**src/rtl/serial_regfile.sv**
```systemverilog
// Bit-serial register file: rotates a source register out LSB first while
// shifting serial data (optionally sign-extended) into a destination register.
module serial_regfile #(
    parameter int WIDTH = 8,
    parameter int DEPTH = 4,
    localparam int AW = $clog2(DEPTH),
    localparam int LW = $clog2(WIDTH + 1)
) (
    input  logic                   i_clk,
    input  logic                   i_rst_n,
    input  logic                   i_start,
    input  logic [AW-1:0]          i_rs_addr,
    input  logic [AW-1:0]          i_rd_addr,
    input  logic                   i_we,
    input  logic                   i_sign_ext,
    input  logic [LW-1:0]          i_len,
    input  logic                   i_stall,
    input  logic                   i_data_in,
    output logic                   o_data_out,
    output logic                   o_busy,
    output logic                   o_done,
    output logic [DEPTH*WIDTH-1:0] o_regs
);

    typedef enum logic [1:0] {
        IDLE  = 2'd0,
        SHIFT = 2'd1,
        DONE  = 2'd2
    } state_t;

    state_t            state_q, state_d;
    logic [WIDTH-1:0]  regs_q [DEPTH];
    logic [WIDTH-1:0]  regs_d [DEPTH];
    logic [LW-1:0]     cnt_q, cnt_d;
    logic              sign_q, sign_d;
    logic [AW-1:0]     rs_q, rs_d;
    logic [AW-1:0]     rd_q, rd_d;
    logic              we_q, we_d;
    logic              sgn_q, sgn_d;
    logic [LW-1:0]     len_q, len_d;

    logic              active;
    logic              real_bit;
    logic              in_bit;
    logic [AW-1:0]     out_addr;

    assign active   = (state_q == SHIFT) && !i_stall;
    assign real_bit = cnt_q < len_q;
    assign in_bit   = (!sgn_q || real_bit) ? i_data_in : sign_q;
    assign out_addr = (state_q == IDLE) ? i_rs_addr : rs_q;

    assign o_data_out = regs_q[out_addr][0];
    assign o_busy     = (state_q == SHIFT);
    assign o_done     = (state_q == DONE);

    always_comb begin
        o_regs = '0;
        for (int k = 0; k < DEPTH; k++) begin
            o_regs[k*WIDTH +: WIDTH] = regs_q[k];
        end
    end

    always_comb begin
        state_d = state_q;
        cnt_d   = cnt_q;
        sign_d  = sign_q;
        rs_d    = rs_q;
        rd_d    = rd_q;
        we_d    = we_q;
        sgn_d   = sgn_q;
        len_d   = len_q;
        for (int k = 0; k < DEPTH; k++) begin
            regs_d[k] = regs_q[k];
        end

        unique case (state_q)
            IDLE, DONE: begin
                state_d = IDLE;
                if (i_start) begin
                    rs_d    = i_rs_addr;
                    rd_d    = i_rd_addr;
                    we_d    = i_we;
                    sgn_d   = i_sign_ext;
                    len_d   = i_len;
                    cnt_d   = '0;
                    sign_d  = 1'b0;
                    state_d = SHIFT;
                end
            end
            SHIFT: begin
                if (active) begin
                    // Destination write wins over the rotate when rs == rd
                    for (int k = 0; k < DEPTH; k++) begin
                        if (we_q && AW'(k) == rd_q) begin
                            regs_d[k] = {in_bit, regs_q[k][WIDTH-1:1]};
                        end else if (AW'(k) == rs_q) begin
                            regs_d[k] = {regs_q[k][0], regs_q[k][WIDTH-1:1]};
                        end
                    end
                    if (real_bit) begin
                        sign_d = i_data_in;
                    end
                    if (cnt_q == LW'(WIDTH - 1)) begin
                        state_d = DONE;
                    end else begin
                        cnt_d = cnt_q + LW'(1);
                    end
                end
            end
            default: state_d = IDLE;
        endcase
    end

    always_ff @(posedge i_clk or negedge i_rst_n) begin
        if (!i_rst_n) begin
            state_q <= IDLE;
            cnt_q   <= '0;
            sign_q  <= 1'b0;
            rs_q    <= '0;
            rd_q    <= '0;
            we_q    <= 1'b0;
            sgn_q   <= 1'b0;
            len_q   <= '0;
            for (int k = 0; k < DEPTH; k++) begin
                regs_q[k] <= '0;
            end
        end else begin
            state_q <= state_d;
            cnt_q   <= cnt_d;
            sign_q  <= sign_d;
            rs_q    <= rs_d;
            rd_q    <= rd_d;
            we_q    <= we_d;
            sgn_q   <= sgn_d;
            len_q   <= len_d;
            for (int k = 0; k < DEPTH; k++) begin
                regs_q[k] <= regs_d[k];
            end
        end
    end

endmodule

```
**config.mk**
```make
export PLATFORM = sky130hd
export DESIGN_NAME = serial_regfile
export DESIGN_NICKNAME = d
export VERILOG_FILES = /design/src/rtl/serial_regfile.sv
export SDC_FILE = /design/constraint.sdc
export NUM_CORES = 1
export LEC_CHECK = 0
export ABC_AREA = 1
export CAP_MARGIN = 20
export CORE_ASPECT_RATIO = 0.7
export CORE_UTILIZATION = 40
export DETAILED_ROUTE_END_ITERATION = 8
export PLACE_DENSITY_LB_ADDON = 0.1
export SYNTH_ARGS = -nofsm -noshare
export SYNTH_HDL_FRONTEND = slang
export SYNTH_SLANG_ARGS = --single-unit
```
**constraint.sdc**
```tcl
create_clock -name i_clk -period 2.2 [get_ports i_clk]
set_input_delay 0.66 -clock i_clk [delete_from_list [all_inputs] [get_ports i_clk]]
set_output_delay 0.66 -clock i_clk [all_outputs]
set_load 0.02 [all_outputs]
```
== Yosys cells after proc, flatten, opt, wreduce, memory -nomap -nowiden ==
Cells that the tools add are included.

* Memories kept: 0
* Bits of input ports: 15
* Output and inout bits: 35
* Register bits after elaboration: 49
* Memory bits (read-only): 0
* Memory bits (writable): 0
* Latch bits: 0

* Multiplexer cells: 25
* Bitwise operators: 1
* $lt $le $gt $ge: 2
* Multipliers: 0
* Eq/ne operators: 14
* Div/mod/pow operators: 0
* Shift operators: 0
* Reduce and logical (&&, ||, !) cells: 25
* $add $sub $neg: 1

{| class="wikitable"
|+ Operator list
! operator !! number
|-
| $mux 8 || 8
|-
| $bmux 8 s2 || 1
|-
| $mux 4 || 3
|-
| $reduce_and 3->1 || 4
|-
| $reduce_bool 2->1 || 5
|-
| $eq 2x2->1 const A || 4
|-
| $pmux 4 s2 || 1
|-
| $reduce_and 4->1 || 2
|-
| $mux 1 || 7
|-
| $logic_not 2->1 || 3
|-
| $mux 2 || 3
|-
| $ne 2x1->1 const B || 3
|-
| $logic_and 1x1->1 || 5
|-
| $add 4x1->4 const B || 1
|-
| $eq 1x2->1 const A || 2
|-
| $eq 4x3->1 const B || 1
|-
| $lt 4x4->1 || 1
|-
| $ne 2x2->1 const B || 2
|-
| $pmux 2 s2 || 1
|-
| $reduce_and 2->1 || 2
|-
| $ge 3x3->1 const B || 1
|-
| $not 2->3 || 1
|-
| $eq 2x1->1 const B || 1
|-
| $eq 2x2->1 const B || 1
|-
| 4 further kinds || 5
|}

== Logic depth before layout (Yosys ltp) ==
Gate-level depths: netlist (run 1).

* Word-level depth: 6
* Mapped depth: 11

== Worst setup path before layout (run 1) ==
OpenSTA, ideal clock, no wires.

* Path kind: input-to-output
* Start: in i_rs_addr[0]
* End: out o_data_out
* Data required time: 1.540 ns
* Arrival time: 1.509 ns
* Stages: 5
* Buffers on the path: 0
* Path slack: 0.031 ns
* Cell sequence: nand2_1 o21ai_0 o21ai_0 inv_1 o21ai_0

* Cells in the longest elaborated chain, start to end: 5

{| class="wikitable"
|+ RTL lines
! element !! line !! text
|-
| from (decl) || 12 || <nowiki>input logic [AW-1:0] i_rs_addr,</nowiki>
|-
| $mux 2 || 50 || <nowiki>assign out_addr = (state_q == IDLE) ? i_rs_addr : rs_q;</nowiki>
|-
| $not 2->3 (not written as such) || 52 || <nowiki>assign o_data_out = regs_q[out_addr][0];</nowiki>
|-
| $bmux 8 s2 || 52 ||
|-
| $mux 1 (not written as such) (2 in series) || 52 ||
|-
| to (decl) || 19 || <nowiki>output logic o_data_out,</nowiki>
|}

Every way passes these cells. The select of a mux whose other input is x is not followed.

== Final worst setup path (run 1) ==
Same ends and word-level chain as after synthesis.

==> results of run 1 <==
[what timing repair did]
| action | in CTS | in global routing |
|---|---|---|
| buffers inserted | 0 | 2 |
| resized for setup | 18 | 0 |
| endpoints found under the setup margin | 3 | 1 |
| pin swaps | 0 | 1 |
| cloned | 0 | 0 |
[per-layer routing]
metal / track usage [%] / wire length, um / vias to the layer above
li1: - / - / 916
met1: 24.0 / 2350 / 848
met2: 25.4 / 1910 / 34
met3: 4.75 / 239 / 7
met4: 5.86 / 59 / 0
met5: 0 / 0 / -
[area by class of cell]
| cell class | instances | area, sq um |
|---|---|---|
| Timing Repair Buffer | 58 | 558 |
| Multi-Input combinational cell | 159 | 895 |
| Inverter | 37 | 141 |
| Clock inverter | 1 | 5.00 |
| Clock buffer | 5 | 68.8 |
| Sequential cell | 49 | 1230 |
| Tap cell | 72 | 90.1 |
| Fill cell | 533 | 2410 |
[cells by family (layout without fill, tap and decap cells)]
family,Yosys count,in the layout,share of synthesized area [%]
AND/OR/NAND/NOR,96,96,19.6
multiplexers,4,4,2.12
AO/OA/AOI/OAI,54,54,14.0
XOR/XNOR,1,1,0.381
adder cells (fa/ha/maj),4,4,2.18
flip-flops,49,49,53.4
buffers and inverters,42,101,8.33
[path summary, 6_finish.rpt]
check	from	end	slack, ns	cells past startpoint
min in group i_clk	sign_q	sign_q	0.50	2
hold / removal	i_rst_n	cnt_q[3]	0.32	1
max in group asynchronous	i_rst_n	o_regs[21]	1.35	2
hold reg to reg	sign_q	sign_q	0.50	2
setup reg to reg	state_q[0]	o_regs[8]	0.57	7
setup / recovery	i_rs_addr[0]	o_data_out	0.007	8
[stage by stage]
step	instances	setup slack [ns]	area (sq um)	util, %	hold WS, ns
finish	381	0.00734	2980	55.3	0.318
global placement	373	-0.801	2890	53.5	0.484
detailed placement	373	-0.841	2890	53.5	0.465
global route	381	-0.0647	2980	55.3	0.362
floorplan	250	0.0310	2300	-	0.364
CTS	379	0.00935	2970	55.0	0.341
[synth_stat cells, drive strengths merged]
cell type	count	area, sq um
mux2	4	48.8
nand4	1	6.26
nor3	1	5.00
xor2	1	8.76
nand3b	1	7.51
nor2	29	141
o211ai	1	7.51
nand2	49	214
o21ai	26	130
dfrtp	49	1230
nand3	14	70.1
buf	5	50.0
a21oi	27	184
or2	1	6.26
inv	37	141
ha	4	50.1
[sequential cells by signal, indices dropped and copies added, names as in the netlist]
signal / cells
rs_q: 2
len_q: 4
state_q: 2
we_q: 1
rd_q: 2
sgn_q: 1
sign_q: 1
o_regs: 32
cnt_q: 4
[power by group through the flow]
stage	Combinational, mW	Clock (mW)	Sequential [mW]
floorplan	1.16	0	1.95
global placement	2.37	0	1.62
detailed placement	2.40	0	1.63
CTS	2.42	0.505	1.62
global route	2.67	0.553	1.68
finish	2.40	0.494	1.61
==> results summary, run 1 <==
The flow ran to the end, and the final reports show no timing, DRC or antenna violations. The count of nets after finishing came out at 329. The die covers 6050 sq um. The post-synthesis instance area came out at 2300 sq um. Of the cells placed in the final design, the portion with a size suffix greater than 1 is 14.9%. STA puts the critical path data arrival time at 1.53 ns. The starting density of the core is 42.6%.

Each instance of the synthesized netlist takes up on average 9.19 sq um. The post-DP HPWL is 3.40 mm. The element type at the critical path start is an input pin. The count of final hold-check violations came to 0. The signal on the critical path passes through dlygate4sd2_1 > nand2_1 > o21ai_2 > nand2_1 > o21ai_1 > inv_1 > o21ai_1 > buf_4. The number of remaining DRC errors is 0.

The number of global-route vias before repair came to 1714. Timing would allow up to 456 MHz. The tree is rooted in a clkbuf_8. The slew at the pin closest to its max-slew limit is 0.515 ns. The Yosys step of the flow raised 0 warnings. In this run the tightest slew margin relative to its limit is 65.6%. The number of cell rows came out at 22. The max-slew violation count came out at 0.

The total power is 4.51 mW. The initial antenna violation count is 0. The total of max-cap violations is 0.

The width of the die is 92.6 um. The capturing element type of the critical path is an output port. The clock drives 49 sinks. In the layout the commonest cells are 49 x dfrtp_1, 45 x nand2_1, 43 x clkdlybuf4s50_1. After detailed routing, the total wire length is 4.56 mm. The layout overhead on the synthesized area is 29.9%. The instance count of the mapped netlist is 250.

At the worst endpoint, the required time is 1.54 ns. The placeable core region is 5400 sq um. The port buffer count is 49. The clock skew is 0.00810 ns. For this block, the initial DRC count from the detailed router was 45. The net switching power came out at 1.91 mW. The clock passes through at most 2 buffers. The clock buffer count from CTS is 5. The number of register bits inferred by synthesis is 49. The cell family contributing the most delay on the critical path is buffers and inverters. The sequential power share came out at 35.8%. During I/O placement, the number of pins put on the boundary was 50.

When the netlist entered floorplanning its net count stood at 269. The first-pass GRT wire length is 7.93 mm. Cell internal power was estimated by the tool at 2.61 mW. The distinct cell type count after synthesis came out at 24. The number of detailed-route iterations in the first pass is 4. Once detail routing completed, the nets flagged for antenna violations numbered 0. The setup total negative slack is 0 ns. The path class of the tightest hold or removal check is in -> async. The library cell used most frequently in the layout, excluding fill and tap cells, is dfrtp_1. On the worst path, the slowest cell contributes a delay of 0.24 ns.

For this design the static power due to leakage is 1.50 nW. Global routing used 17.1% of the available tracks. The maximum VDD drop is 0.000714 V. The total overflow reported by the global router is 0. The critical path buffer and inverter count is 3. TritonCTS built the clock tree. The per-cell via count in the routed design is 4.74. The critical path is of the in -> out type.

The vertical die dimension came out at 65.4 um. The final worst-path cycle share is 99.7%. The routability congestion estimate is 0.830. The setup-violating endpoint count in the final report came out at 0.

The clock group share of total power is 11.0%. The pin count of the biggest net entering global routing is 30. The power density relative to cell area is 1510 nW/um^2. The clock period could shrink to 2.19 ns. The fraction of power consumed by combinational cells came out at 53.3%. Setup repair after global routing could not meet its margin everywhere. The largest individual stage delay along the critical path comes from the cell dlygate4sd2_1. The fraction of the yosys area taken by sequential cells came out at 53.4%. The number of buffers inserted by hold repair at cts came out at 0. The largest fanout on the critical path is 4. The antenna diode count is 0. For this block, the via count after detailed routing is 1805.

After detailed routing, the average wire length per cell comes to 12.0 um. The clock insertion delay at the later pin of the skew report came out at 0.30 ns. The depth of the CTS H-tree is 2. Of the total power, the share spent switching nets is 42.2%. After clock tree synthesis, the clock-pin slew on the worst setup and hold paths is 0.09 ns.
Power figures use the tool's default switching activity.
==> run 2: changes to the inputs <==
--- a/config.mk
+++ b/config.mk
@@ -8,7 +8,8 @@
 export ABC_AREA = 1
 export CAP_MARGIN = 20
 export CORE_ASPECT_RATIO = 0.7
-export CORE_UTILIZATION = 40
+export CORE_UTILIZATION = 30
+export CTS_CLUSTER_DIAMETER = 200
 export DETAILED_ROUTE_END_ITERATION = 8
 export PLACE_DENSITY_LB_ADDON = 0.1
 export SYNTH_ARGS = -nofsm -noshare
==> run 2 against run 1 <==
  * Clock skew down 0.0045 ns
  * Die area up 32%
  * Fmax grew 0.63%
  * Via count shrank 2.0%
  * Hold slack worse by 0.0026 ns
  * Register-to-register slack improved by 0.03 ns
  * Critical path depth stayed put
  * Sequential share of layout area shrank 0.73 points
  * Global-route usage shrank 4.1 points
  * Wire length grew 5.3%
  * Core utilization is 14 points lower
  * Critical path type is now reg -> out
  * Critical endpoint unchanged
==> results summary, run 2 (synthesis results as in run 1) <==
The run finished with clean final reports. Entering global routing, the biggest net connects 32 pins. Setup repair after global routing could not meet its margin everywhere. Counting the fill cells in the layout gives 783. The final layout contains 330 nets. The remaining antenna violation count after routing came out at 0.

The number of remaining DRC errors came out at 0. The post-CTS setup-driven buffer insertion count is 0. The final design area excluding fillers came out at 3040 sq um.

The number of flip-flops in the largest register came out at 32. The final worst-path cycle share is 99.0%. In the final layout, the share of cells above drive strength 1 is 16.1%. The total routing usage reported by global routing is 13.0%. The tightest min-delay check is of the in -> async type.

Leaving out fill and tap cells, the most frequent cell in the layout is dfrtp_1. The max-slew violation count is 0. The number of cell rows came out at 26. The buffer cell driving the clock tree root is clkbuf_8. The per-cell via count in the routed design is 4.33. Setup violations remaining at the end of the flow were counted as 0. CTS built an H-tree with a depth of 2. The count of final hold-check violations came out at 0. The clock insertion delay at the later pin of the skew report came out at 0.29 ns.

In the final routed layout, each cell accounts on average for 11.7 um. The starting density of the core came out at 31.2%. The clock skew is 0.00358 ns. For this block, the routed nets add up to 4.80 mm of wire. Headroom to the max-slew limit came out at 68.1%. The clock slew seen by the registers of the worst setup and hold paths came out at 0.09 ns. TritonCTS built the clock tree. The number of clock sinks came out at 49. The initial antenna violation count is 0.

The vertical die dimension is 75.2 um. The time the final worst path needs with I/O delays and setup came out at 2.18 ns. The hold slack is 0.316 ns. The power density relative to cell area came out at 1520 nW/um^2.

The top cell types in the final layout, fill and taps aside, are 49 x dfrtp_1, 43 x nand2_1, 43 x clkdlybuf4s50_1. Summed over all nets, the half-perimeter wirelength after detailed placement is 3.57 mm. The placeable core region came out at 7350 sq um. The total power is 4.60 mW. The total overflow reported by the global router came out at 0. Of all nets on the critical path, the largest fanout is 4. The total of max-cap violations is 0.

The area used by multi-input combinational logic is 900 sq um. The cell area reported after detailed placement is 2940 sq um. The width of the die came out at 107 um.

The clock buffer count from CTS came out at 5. The most critical setup path has its startpoint at state_q[0]. STA classifies the critical path startpoint as a flop. 50 I/O pins were placed. The number of global-route vias before repair is 1696. The area of the die came out at 8020 sq um. The antenna diode count came out at 0.

After the flow finishes, the layout carries non-filler instances totaling 409. The leakage power summed over all cells is 1.50 nW. The maximum count of clock buffers along a single path is 2. The slew at the pin closest to its max-slew limit is 0.478 ns. The layout overhead on the synthesized area is 32.2%. The worst setup path is captured at an output port.

The number of detailed-route iterations in the first pass came out at 4. The startpoint identified for the worst register-to-register timing path is state_q[0]. The kind of critical path is reg -> out. The required time of the critical path is 1.54 ns.

The port buffer count came out at 49. The data arrival time of the critical path came out at 1.52 ns. Derived from the worst setup path, the maximum achievable clock frequency is 459 MHz. The initial DRC count came out at 42.

The first global-routing pass estimated 8.05 mm of wire. The detailed router placed 1769 vias in this run. The combined flip-flop and latch cell area came out at 1230 sq um. VDD sags by at most 0.000647 V. The routability congestion estimate is 0.779. The cell count after placement is 402.
run 2: metal layers:
metal  global-route usage [%]  share of wire (%)  vias to the layer above
met5                        0                  0                        -
met4                     3.20               0.40                        0
met3                     4.33                6.3                        2
met2                     19.4                 40                       38
met1                     18.3                 53                      810
li1                         -                  -                      919
run 2: power by group:
part           switching (mW)  internal [mW]  total [mW]
Combinational            1.35           1.09        2.44
Sequential              0.292           1.33        1.62
Clock                   0.288          0.250       0.539
run 2: timing repair:
action / in CTS / in global routing
pin swaps: 0 / 2
hold buffers: 0 / 0
gates resized for setup: 17 / 4
endpoints found under the setup margin: 3 / 1
run 2: worst paths after layout:
| kind | endpoint | slack [ns] | cells past startpoint |
|---|---|---|---|
| worst max-delay path | o_data_out | 0.02 | 8 |
| worst min-delay path | o_regs[2] | 0.32 | 1 |
| worst max register to register | o_regs[8] | 0.60 | 7 |
| worst min register to register | sign_q | 0.48 | 2 |
| max in group asynchronous | o_regs[25] | 1.36 | 2 |
| min in group i_clk | sign_q | 0.48 | 2 |
run 2: final cells by class:
| cell class | instances | share of cell area, % |
|---|---|---|
| Sequential cell | 49 | 40.4 |
| Clock buffer | 7 | 2.84 |
| Inverter | 37 | 4.65 |
| Timing Repair Buffer | 59 | 18.5 |
| Tap cell | 98 | 4.04 |
| Multi-Input combinational cell | 159 | 29.6 |
run 2: worst max-delay path, stage by stage (launching register included):
cell and delay, ns:
dfrtp_1 0.41, nor2_4 0.17, nand2_2 0.07, o21ai_2 0.08, buf_4 0.14, nand2_2 0.03, o211ai_1 0.07, o21ai_1 0.10
buf_4 0.17
run 2: per-stage QoR:
| stage | setup WS (ns) | setup TNS (ns) | util, % |
|---|---|---|---|
| 6_report | 0.0210 | 0 | 41.3 |
| 3_5_place_dp | -0.823 | -0.823 | 40.0 |
| 4_1_cts | -0.0615 | -0.0615 | 41.3 |
| 3_3_place_gp | -0.823 | -0.823 | 40.0 |
| 2_1_floorplan | 0.0310 | 0 | - |
| 5_1_grt | -0.102 | -0.102 | 41.3 |
==> run 3: changes to the inputs <==
--- a/config.mk
+++ b/config.mk
@@ -12,6 +12,8 @@
 export CTS_CLUSTER_DIAMETER = 200
 export DETAILED_ROUTE_END_ITERATION = 8
 export PLACE_DENSITY_LB_ADDON = 0.1
+export SKIP_CTS_REPAIR_TIMING = 1
 export SYNTH_ARGS = -nofsm -noshare
 export SYNTH_HDL_FRONTEND = slang
 export SYNTH_SLANG_ARGS = --single-unit
+export TNS_END_PERCENT = 100
==> constraint.sdc (replaced) <==
create_clock -name i_clk -period 1.8 [get_ports i_clk]
set_input_delay 0.54 -clock i_clk [delete_from_list [all_inputs] [get_ports i_clk]]
set_output_delay 0.54 -clock i_clk [all_outputs]
set_load 0.02 [all_outputs]
==> run 3 against run 2 <==
  * Clock skew grew 0.0055 ns
  * Worst setup slack worse by 0.34 ns
  * Register-to-register slack worse by 0.45 ns
  * Combinational power is 29% higher
  * Critical path type is now in -> out
  * Hold slack got worse by 0.11 ns
  * Critical path depth down 2
  * Largest power group unchanged
  * Via count increased by 1.8%
  * Sequential share of layout area shrank 2.6 points
  * The run now ends with setup timing left
  * Clock-buffer cell count decreased by 2
  * Wire length increased by 3.0%
  * First-iteration DRC count increased by 140%
==> results summary, run 3 (synthesis results as in run 1) <==
The routed wire length came out at 4.94 mm. The total internal power came out at 3.32 mW. The routing usage on met1 came out at 19.6%. The clock reaches the later pin of the worst-skew pair after 0.30 ns. The setup-violating endpoint count in the final report came out at 1. The initial utilization of the core area, before any placement, comes to 31.2%.

The initial antenna violation count came to 0. The number of cell rows is 26. The switching power as a share of total power came out at 42.2%. Among all stages on the critical path, the largest delay is contributed by clkdlybuf4s50_1. The fraction of layout cells with a size suffix above 1 came out at 20.3%.

The met2 layer usage reported by global route is 20.2%. The max-slew violation count is 0. The total overflow reported by the global router is 0. The worst path uses 118% of the clock period. The final routed wire length divided by cell count is 11.7 um. The count of nets after finishing came out at 343. The routability congestion estimate came out at 0.762.

The total routing usage reported by global routing is 13.4%. The library cell used most frequently in the layout, excluding fill and tap cells, is dfrtp_1. The final reports fail on setup timing.

The vertical die dimension is 75.2 um. The layer flagged by global routing as most heavily used is met2. The number of remaining DRC errors is 0. Setup slack on the critical path of the routed design comes to -0.322 ns. The depth of the CTS H-tree is 2. The analysis attributes to cell leakage a power of 1.88 nW. Entering global routing, the biggest net connects 50 pins. The power density relative to cell area came out at 1770 nW/um^2. The flow ran to the end, but the final reports show violations. The number of clock sinks came out at 49.

The startpoint identified for the worst register-to-register timing path is state_q[0]. The total I/O pin count came out at 50. Clock skew on the completed layout was measured at 0.00903 ns. TritonCTS built the clock tree. The initial DRC count is 100. The path class of the tightest hold or removal check is in -> async. The kind of critical path is in -> out. The worst register-to-register path ends at cnt_q[2].

The net switching power came out at 2.43 mW. The highest clock frequency the design can meet is 471 MHz. The fraction of power consumed by combinational cells is 54.6%.

The remaining antenna violation count after routing is 0. The post-DP HPWL came out at 3.45 mm. The count of final hold-check violations was 0.

The number of global-route vias before repair is 1728. The die covers 8020 sq um. The setup slack on the worst flop-to-flop path came out at 0.15 ns.

The worst reg-to-reg path cell count is 9. The number of vias after detailed routing came out at 1800. Data on the critical path arrives at its endpoint at 1.58 ns.

The clock slew seen by the registers of the worst setup and hold paths is 0.10 ns. The antenna diode count is 0. From synthesis to final layout, the design area changed by 41.3%. The largest fanout on the critical path is 2. The total of max-cap violations came out at 0. The cell seen most often among critical-path stages is o21ai_2. In this run the tightest slew margin relative to its limit is 77.8%. The time the final worst path needs with I/O delays and setup is 2.12 ns.

Walking the worst path, the cells encountered are clkdlybuf4s50_1 > nand2_1 > o21ai_2 > o211ai_1 > o21ai_2 > buf_6. The clock group share of total power came out at 11.2%. Clock tree synthesis inserted a total of 5 buffers.

STA classifies the critical path endpoint as an output port. The worst setup path is launched from an input pin. Setup repair after global routing could not meet its margin everywhere. The required time of the critical path came out at 1.26 ns. The placeable core region came out at 7350 sq um. The sequential power share is 34.2%. Input and output buffers added on the ports amount to 49. The core utilization of the finished layout came out at 44.1%.

The maximum count of clock buffers along a single path came out at 2. For this run, the slowest stage of the critical path takes 0.50 ns. The first-pass GRT wire length is 8.31 mm. The final design area excluding fillers is 3250 sq um. The per-cell via count in the routed design is 4.26. The number of detailed-route iterations in the first pass came out at 4. The maximum VDD drop came out at 0.000745 V.

CTS placed an instance of clkbuf_8 at the clock tree root. The library cells used most frequently in the layout, excluding fill and tap cells, are 49 x dfrtp_1, 44 x nand2_1, 35 x inv_1. The width of the die came out at 107 um.

The slew at the pin closest to its max-slew limit is 0.329 ns. The met3 layer usage reported by global route is 3.12%. In this run the cell area measured after placement is 3040 sq um.

The register with the most flip-flops in the layout has 32 of them.
==> run 3: cell types whose count changed in the layout (fill, tap and decap cells not counted), sizes merged <==
| cell | delta |
|---|---|
| clkinvlp | +1 |
| dlymetal6s2s | +33 |
| clkdlybuf4s50 | -31 |
| clkbuf | -1 |
| clkinv | +2 |
| dlygate4sd2 | -3 |
| buf | +13 |
==> run 3: critical path, delay by kind of cell <==
family | cells | cell delay [ns]
buffers and inverters | 2 | 0.64
AOI/OAI and AO/OA | 3 | 0.32
and+or+nand+nor | 1 | 0.08
==> run 3: worst max-delay path by stage <==
stage / start / to / slack (ns) / cells past startpoint
2_1_floorplan: state_q[1] / o_data_out / 0.005 / 6
3_5_place_dp: i_rs_addr[0] / o_data_out / -0.97 / 8
6_report: i_rs_addr[1] / o_data_out / -0.32 / 6
3_3_place_gp: i_rs_addr[0] / o_data_out / -0.96 / 8
5_1_grt: state_q[0] / o_data_out / -0.40 / 8
4_1_cts: i_rs_addr[0] / o_data_out / -0.97 / 8
==> run 3: final cells by class <==
type,instances,area (sq um)
Clock inverter,3,17.5
Multi-Input combinational cell,159,908
Tap cell,98,123
Inverter,37,141
Fill cell,759,4110
Timing Repair Buffer,72,761
Sequential cell,49,1230
Clock buffer,5,68.8
==> run 3: power groups by stage <==
stage | Sequential, mW | Combinational (mW) | Clock [mW]
after floorplan | 2.39 | 1.44 | 0
after global placement | 1.99 | 3.14 | 0
after detailed placement | 1.99 | 3.16 | 0
after CTS | 1.98 | 3.17 | 0.683
after global routing | 2.04 | 3.50 | 0.714
final | 1.97 | 3.14 | 0.646
==> run 3: per-stage QoR <==
stage	setup TNS, ns	setup slack, ns	power (mW)	instances	hold WS (ns)
6_report	-0.322	-0.322	5.75	423	0.211
5_1_grt	-0.402	-0.402	6.26	423	0.245
4_1_cts	-2.95	-0.971	5.83	421	0.218
3_5_place_dp	-1.74	-0.967	5.15	413	0.464
3_3_place_gp	-1.79	-0.957	5.13	413	0.460
2_1_floorplan	0	0.00450	3.83	250	0.244
==> run 3: layer usage <==
metal  part of all wire, %  up-vias
li1                      -      949
met1                    53      813
met2                    42       34
met3                   4.4        4
met4                  0.89        0
met5                     0        -
